**config.mk**
```make
export PLATFORM = sky130hd
export DESIGN_NAME = prog_loader
export DESIGN_NICKNAME = d
export VERILOG_FILES = /design/src/rtl/prog_loader.sv
export SDC_FILE = /design/constraint.sdc
export NUM_CORES = 1
export LEC_CHECK = 0
export BUFFER_PORTS_ARGS = -buffer_cell sky130_fd_sc_hd__buf_4
export CORE_MARGIN = 2
export CORE_UTILIZATION = 50
export DETAILED_ROUTE_END_ITERATION = 10
export GPL_TIMING_DRIVEN = 0
export PLACE_DENSITY = 0.7
export SETUP_SLACK_MARGIN = 0.2
export SLEW_MARGIN = 30
export SYNTH_ARGS = -nofsm -noshare
export SYNTH_HDL_FRONTEND = slang
export SYNTH_SLANG_ARGS = --single-unit
```
**constraint.sdc**
```tcl
create_clock -name CLK -period 6.2 [get_ports CLK]
set_clock_uncertainty 0.15 [all_clocks]
set_input_delay 1.24 -clock CLK [delete_from_list [all_inputs] [get_ports CLK]]
set_output_delay 1.24 -clock CLK [all_outputs]
set_load 0.01 [all_outputs]
```
**src/rtl/prog_loader.sv**
```systemverilog
`default_nettype none
// ============================================================================
// Module   : prog_loader
// Brief    : Length-prefixed little-endian byte stream to program-memory word
//            writer; holds the CPU in reset while a load is in progress.
// Revision : 1.0 - initial release
// ============================================================================
module prog_loader #(
  parameter int unsigned DEPTH          = 16384,
  parameter logic [31:0] BASE_ADDR      = 32'h0000_0000,
  parameter int unsigned TIMEOUT_CYCLES = 1_000_000
) (
  input  logic        CLK,
  input  logic        RST,
  input  logic        START,
  input  logic        BYTE_VALID,
  input  logic [7:0]  BYTE_DATA,
  output logic        BYTE_READY,
  output logic        WR_EN,
  output logic [31:0] WR_ADDR,
  output logic [31:0] WR_DATA,
  output logic        CPU_RST,
  output logic        DONE,
  output logic        ERR
);

  localparam int unsigned c_WIDX_W = $clog2(DEPTH + 1);
  localparam logic [31:0] c_DEPTH  = 32'(DEPTH);
  localparam logic [31:0] c_TMO    = 32'(TIMEOUT_CYCLES);

  typedef enum logic [2:0] {
    S_IDLE  = 3'd0,
    S_LEN   = 3'd1,
    S_DATA  = 3'd2,
    S_WRITE = 3'd3,
    S_DONE  = 3'd4,
    S_ERR   = 3'd5
  } state_t;

  state_t                r_state;
  logic [1:0]            r_bcnt;
  logic [c_WIDX_W-1:0]   r_widx;
  logic [31:0]           r_len;
  logic [31:0]           r_word;
  logic [31:0]           r_tmo;
  logic                  r_ready;
  logic                  r_wr_en;
  logic [31:0]           r_wr_addr;
  logic [31:0]           r_wr_data;
  logic                  r_cpu_rst;
  logic                  r_done;
  logic                  r_err;

  state_t                w_state_nxt;
  logic [1:0]            w_bcnt_nxt;
  logic [c_WIDX_W-1:0]   w_widx_nxt;
  logic [31:0]           w_len_nxt;
  logic [31:0]           w_word_nxt;
  logic [31:0]           w_tmo_nxt;
  logic [31:0]           w_addr_nxt;
  logic [31:0]           w_data_nxt;

  logic                  w_xfer;
  logic                  w_tmo_hit;
  logic [31:0]           w_len_full;
  logic [31:0]           w_word_full;
  logic                  w_len_bad;
  logic                  w_last;
  logic [31:0]           w_word_off;

  // Bytes shift in from the top so the first byte of a group lands in [7:0].
  assign w_xfer      = BYTE_VALID && r_ready;
  assign w_tmo_hit   = (c_TMO != 32'd0) && (r_tmo == c_TMO);
  assign w_len_full  = {BYTE_DATA, r_len[31:8]};
  assign w_word_full = {BYTE_DATA, r_word[31:8]};
  assign w_len_bad   = (w_len_full == 32'd0) || (w_len_full > c_DEPTH);
  assign w_last      = ({{(32-c_WIDX_W){1'b0}}, r_widx} == (r_len - 32'd1));
  assign w_word_off  = {{(30-c_WIDX_W){1'b0}}, r_widx, 2'b00};

  always_comb begin
    w_state_nxt = r_state;
    w_bcnt_nxt  = r_bcnt;
    w_widx_nxt  = r_widx;
    w_len_nxt   = r_len;
    w_word_nxt  = r_word;
    w_tmo_nxt   = r_tmo;
    w_addr_nxt  = r_wr_addr;
    w_data_nxt  = r_wr_data;

    case (r_state)
      S_IDLE, S_ERR: begin
        if (START) begin
          w_state_nxt = S_LEN;
          w_bcnt_nxt  = 2'd0;
          w_widx_nxt  = '0;
          w_tmo_nxt   = 32'd0;
        end
      end

      S_LEN: begin
        if (w_tmo_hit) begin
          w_state_nxt = S_ERR;
        end else if (w_xfer) begin
          w_len_nxt  = w_len_full;
          w_bcnt_nxt = r_bcnt + 2'd1;
          w_tmo_nxt  = 32'd0;
          if (r_bcnt == 2'd3) begin
            w_state_nxt = w_len_bad ? S_ERR : S_DATA;
          end
        end else if (c_TMO != 32'd0) begin
          w_tmo_nxt = r_tmo + 32'd1;
        end
      end

      S_DATA: begin
        if (w_tmo_hit) begin
          w_state_nxt = S_ERR;
        end else if (w_xfer) begin
          w_word_nxt = w_word_full;
          w_bcnt_nxt = r_bcnt + 2'd1;
          w_tmo_nxt  = 32'd0;
          if (r_bcnt == 2'd3) begin
            w_state_nxt = S_WRITE;
            w_addr_nxt  = BASE_ADDR + w_word_off;
            w_data_nxt  = w_word_full;
          end
        end else if (c_TMO != 32'd0) begin
          w_tmo_nxt = r_tmo + 32'd1;
        end
      end

      S_WRITE: begin
        w_widx_nxt = r_widx + c_WIDX_W'(1);
        if (w_last) begin
          w_state_nxt = S_DONE;
        end else begin
          w_state_nxt = S_DATA;
          w_tmo_nxt   = 32'd0;
        end
      end

      S_DONE: begin
        w_state_nxt = S_IDLE;
      end

      default: begin
        w_state_nxt = S_IDLE;
      end
    endcase
  end

  // Every output is registered from the next state so it aligns with it.
  always_ff @(posedge CLK) begin
    if (RST) begin
      r_state   <= S_IDLE;
      r_bcnt    <= 2'd0;
      r_widx    <= '0;
      r_len     <= 32'd0;
      r_word    <= 32'd0;
      r_tmo     <= 32'd0;
      r_ready   <= 1'b0;
      r_wr_en   <= 1'b0;
      r_wr_addr <= BASE_ADDR;
      r_wr_data <= 32'd0;
      r_cpu_rst <= 1'b0;
      r_done    <= 1'b0;
      r_err     <= 1'b0;
    end else begin
      r_state   <= w_state_nxt;
      r_bcnt    <= w_bcnt_nxt;
      r_widx    <= w_widx_nxt;
      r_len     <= w_len_nxt;
      r_word    <= w_word_nxt;
      r_tmo     <= w_tmo_nxt;
      r_ready   <= (w_state_nxt == S_LEN) || (w_state_nxt == S_DATA);
      r_wr_en   <= (w_state_nxt == S_WRITE);
      r_wr_addr <= w_addr_nxt;
      r_wr_data <= w_data_nxt;
      r_cpu_rst <= (w_state_nxt != S_IDLE);
      r_done    <= (w_state_nxt == S_DONE);
      r_err     <= (w_state_nxt == S_ERR);
    end
  end

  assign BYTE_READY = r_ready;
  assign WR_EN      = r_wr_en;
  assign WR_ADDR    = r_wr_addr;
  assign WR_DATA    = r_wr_data;
  assign CPU_RST    = r_cpu_rst;
  assign DONE       = r_done;
  assign ERR        = r_err;

endmodule
`default_nettype wire

```
==> metrics.txt <==
Leakage 3.196 nW; slew margin rel. 0.4212; Hold Buf Count CTS 0; Ports 81; VDD IR-drop max a little over 0.2 mV; setup TNS after final layout 0 ns; via count just over 7,000; Cell Area, Synth 0.007406 mm²; Sw Pwr approximately 560 µW; CTS sink count 160; fmax between 0.2 and 0.3 GHz; Post-Synthesis Cells 979; DRC 0; sequential area share after synthesis 0.4325; gr ovfl total 0; CP bufs+invs 2; CTS tree built; Avg WL per Cell 16.00 µm; syn_area_per_cell 7.565 µm²; first-pass GRT wire length around 33,000 µm; final setup violation count 0; Post-synth EDFFs 0; Yosys cell types 63; status finished clean; Ant. Diodes 0; Num CTS Buffers 17; fin crit share 0.5948; Final nets approximately 1,100; Max clock buf depth 2; Area Overhead vs Synth 19.02%; DRT Pass-1 Iters 5; number of synthesized register bits 160; largest net degree at the start of global routing 17; routability cong. ~0.94; placed cell area 0.008169 mm²; hold crit path type reg -> reg; post-cts sizing count 0; slowest stage delay, CP 0.57 ns; Post-CTS Setup Inserts 0; Yosys Warn Count 0; CTS HTree Levels 4; Clock transition at path regs 0.06 ns; commonest cells after routing, fill and taps aside nand2_1 (252), dfxtp_1 (160), a21oi_1 (132); Seq pwr share 0.450; CP Class reg -> reg; post-DP HPWL 14,740 µm; worst slew pin tran 0.8603 ns; switching share of power 0.2390; DIE WIDTH 125.7 µm; clock network power share 0.491; Async S/R FF share, synth 0; Core Area 0.01448 mm²; die area about 0.016 mm²; Global Route Usage Sum 0.2599; Top FF cell, synth dfxtp_1; critical path's top delay family simple AND/OR/NAND/NOR gates; Starting DRT DRC Count 621; final hold slack 0.3028 ns; most used cell, CP or4_4; share of layout cells above drive strength 1 0.1229; setup ws final ~2.5 ns; site row count between 40 and 50; Cell Int Power 1.782 mW; Synth top area share 0.4325; critical path data arrival time 3.90 ns; Clk Latency, worst-skew pair 0.43 ns; die span in y 125.7 µm; maximum fanout along the worst path 9; Power Density 265.7 mW/mm²; Routed Antenna Nets 0; critical path, cell by cell clkbuf_1 -> or3_1 -> or4_4 -> buf_6 -> o41ai_2 -> nand3_1 -> or4b_4 -> or4_4 -> o21ai_2 -> o2111a_1; commonest non-fill, non-tap cell in the layout nand2_1; max-capacitance violation count 0; CTS Root Buffer Type clkbuf_16; dpl ws 2.570 ns; drt total wl approximately 20,000 µm; fin crit period between 3 and 4 ns; Slew Limit Fails 0; top cells by area, synth dfxtp_1 (43%), nand2_1 (13%), a21oi_1 (8.9%); Via density 5.649; RSZ-0062 raised after global routing no; WP data required 6.41 ns; area leader, netlist dfxtp_1; combinational share of power 0.059; final hold violation count 0; Final Instance Area 0.008815 mm²; CP endpoint kind flip-flop; Worst path slowest cell or4b_4; type of origin of the critical path flip-flop; # port buffers 63; vias in the first global route 6,415; antenna violations before repair 0; initial core utilization 0.5115
## synthesized netlist by cell type (all sizes together), types with 2 or more instances
cell    instances
a311oi          5
inv            16
o31a            2
nor4           21
or4             5
and4            2
a31o            2
nand2b          5
xnor2          19
clkbuf         55
a211o           2
nand4          18
o21ai          25
o31ai           2
a21oi         132
a41oi           2
dfxtp         160
o211ai          3
ha              5
nor2           66
nor3           21
mux2i           3
nand3          26
o311ai          3
xor2            8
mux2            2
or2             3
or3            11
o41ai           2
a221oi          2
nor4b           5
a211oi          6
and3           10
or4b            2
and2            4
a31oi          30
nand2         252
nand3b          2
buf            26
## state kept, by name (all words and copies together), names as in the netlist
signal      count
WR_DATA        32
r_len          32
r_tmo          32
r_word         24
WR_ADDR        15
r_widx         15
r_state         3
r_bcnt          2
BYTE_READY      1
CPU_RST         1
DONE            1
ERR             1
WR_EN           1
## kinds of logic (layout without fill, tap and decap cells)
logic type	after synthesis	count (layout)	synth area share
compound gates	227	227	0.1794
xor+xnor	27	27	0.03193
fa+ha+maj	5	5	0.008447
buf+inv	97	192	0.06015
flops	160	160	0.4325
mux	5	5	0.007096
other cells	1	17	0.0005064
simple gates	457	457	0.2799
## worst reg2reg max path, stage by stage (launching register included)
cell and delay (ns):
dfxtp_1 0.30, clkbuf_1 0.22, or3_1 0.48, or4_4 0.43, buf_6 0.16, o41ai_2 0.22
nand3_1 0.12, or4b_4 0.57, or4_4 0.46, o21ai_2 0.25, o2111a_1 0.26
## layout make-up
cell class / count / area [µm²]
fillers: 1412 / 5664
clock buffers: 19 / 442.9
repair buffers: 63 / 473.0
multi-input cells: 738 / 3817
clock inverters: 13 / 202.7
flip-flops and latches: 160 / 3203
plain buffers: 81 / 385.4
well taps: 184 / 230.2
inverters: 16 / 60.06
## through the flow
| stage | total power [mW] | cells | utilization |
|---|---|---|---|
| 6_report | 2.342 | 1274 | 0.6088 |
| 2_1_floorplan | 1.165 | 995 | - |
| 4_1_cts | 2.345 | 1274 | 0.6088 |
| 5_1_grt | 2.414 | 1274 | 0.6088 |
| 3_3_place_gp | 1.211 | 1242 | 0.5642 |
| 3_5_place_dp | 1.212 | 1242 | 0.5642 |
## power groups by stage
stage | combinational (mW) | sequential [mW] | clock (mW)
after global placement | 0.135 | 1.08 | 0
after floorplan | 0.0916 | 1.07 | 0
final | 0.138 | 1.05 | 1.15
after global routing | 0.151 | 1.05 | 1.21
after CTS | 0.136 | 1.05 | 1.16
after detailed placement | 0.135 | 1.08 | 0
## metal layers
layer,vias up,routed length (µm),global-route usage
met2,202,9366,0.3987
met4,0,226,0.07320
met3,20,1272,0.05395
met5,-,0,0
li1,3578,-,-
met1,3397,9521,0.3722
## worst paths after layout
path / start / depth (start not counted) / end / slack, ns
max: r_len[8]$_SDFFE_PP0P_ / 10 / DONE$_SDFF_PP0_ / 2.51
max reg2reg: r_len[8]$_SDFFE_PP0P_ / 10 / DONE$_SDFF_PP0_ / 2.51
min: r_word[9]$_SDFFE_PP0P_ / 2 / WR_DATA[1]$_SDFFE_PP0P_ / 0.30
min reg2reg: r_word[9]$_SDFFE_PP0P_ / 2 / WR_DATA[1]$_SDFFE_PP0P_ / 0.30
(Power assumes the default switching activity.)
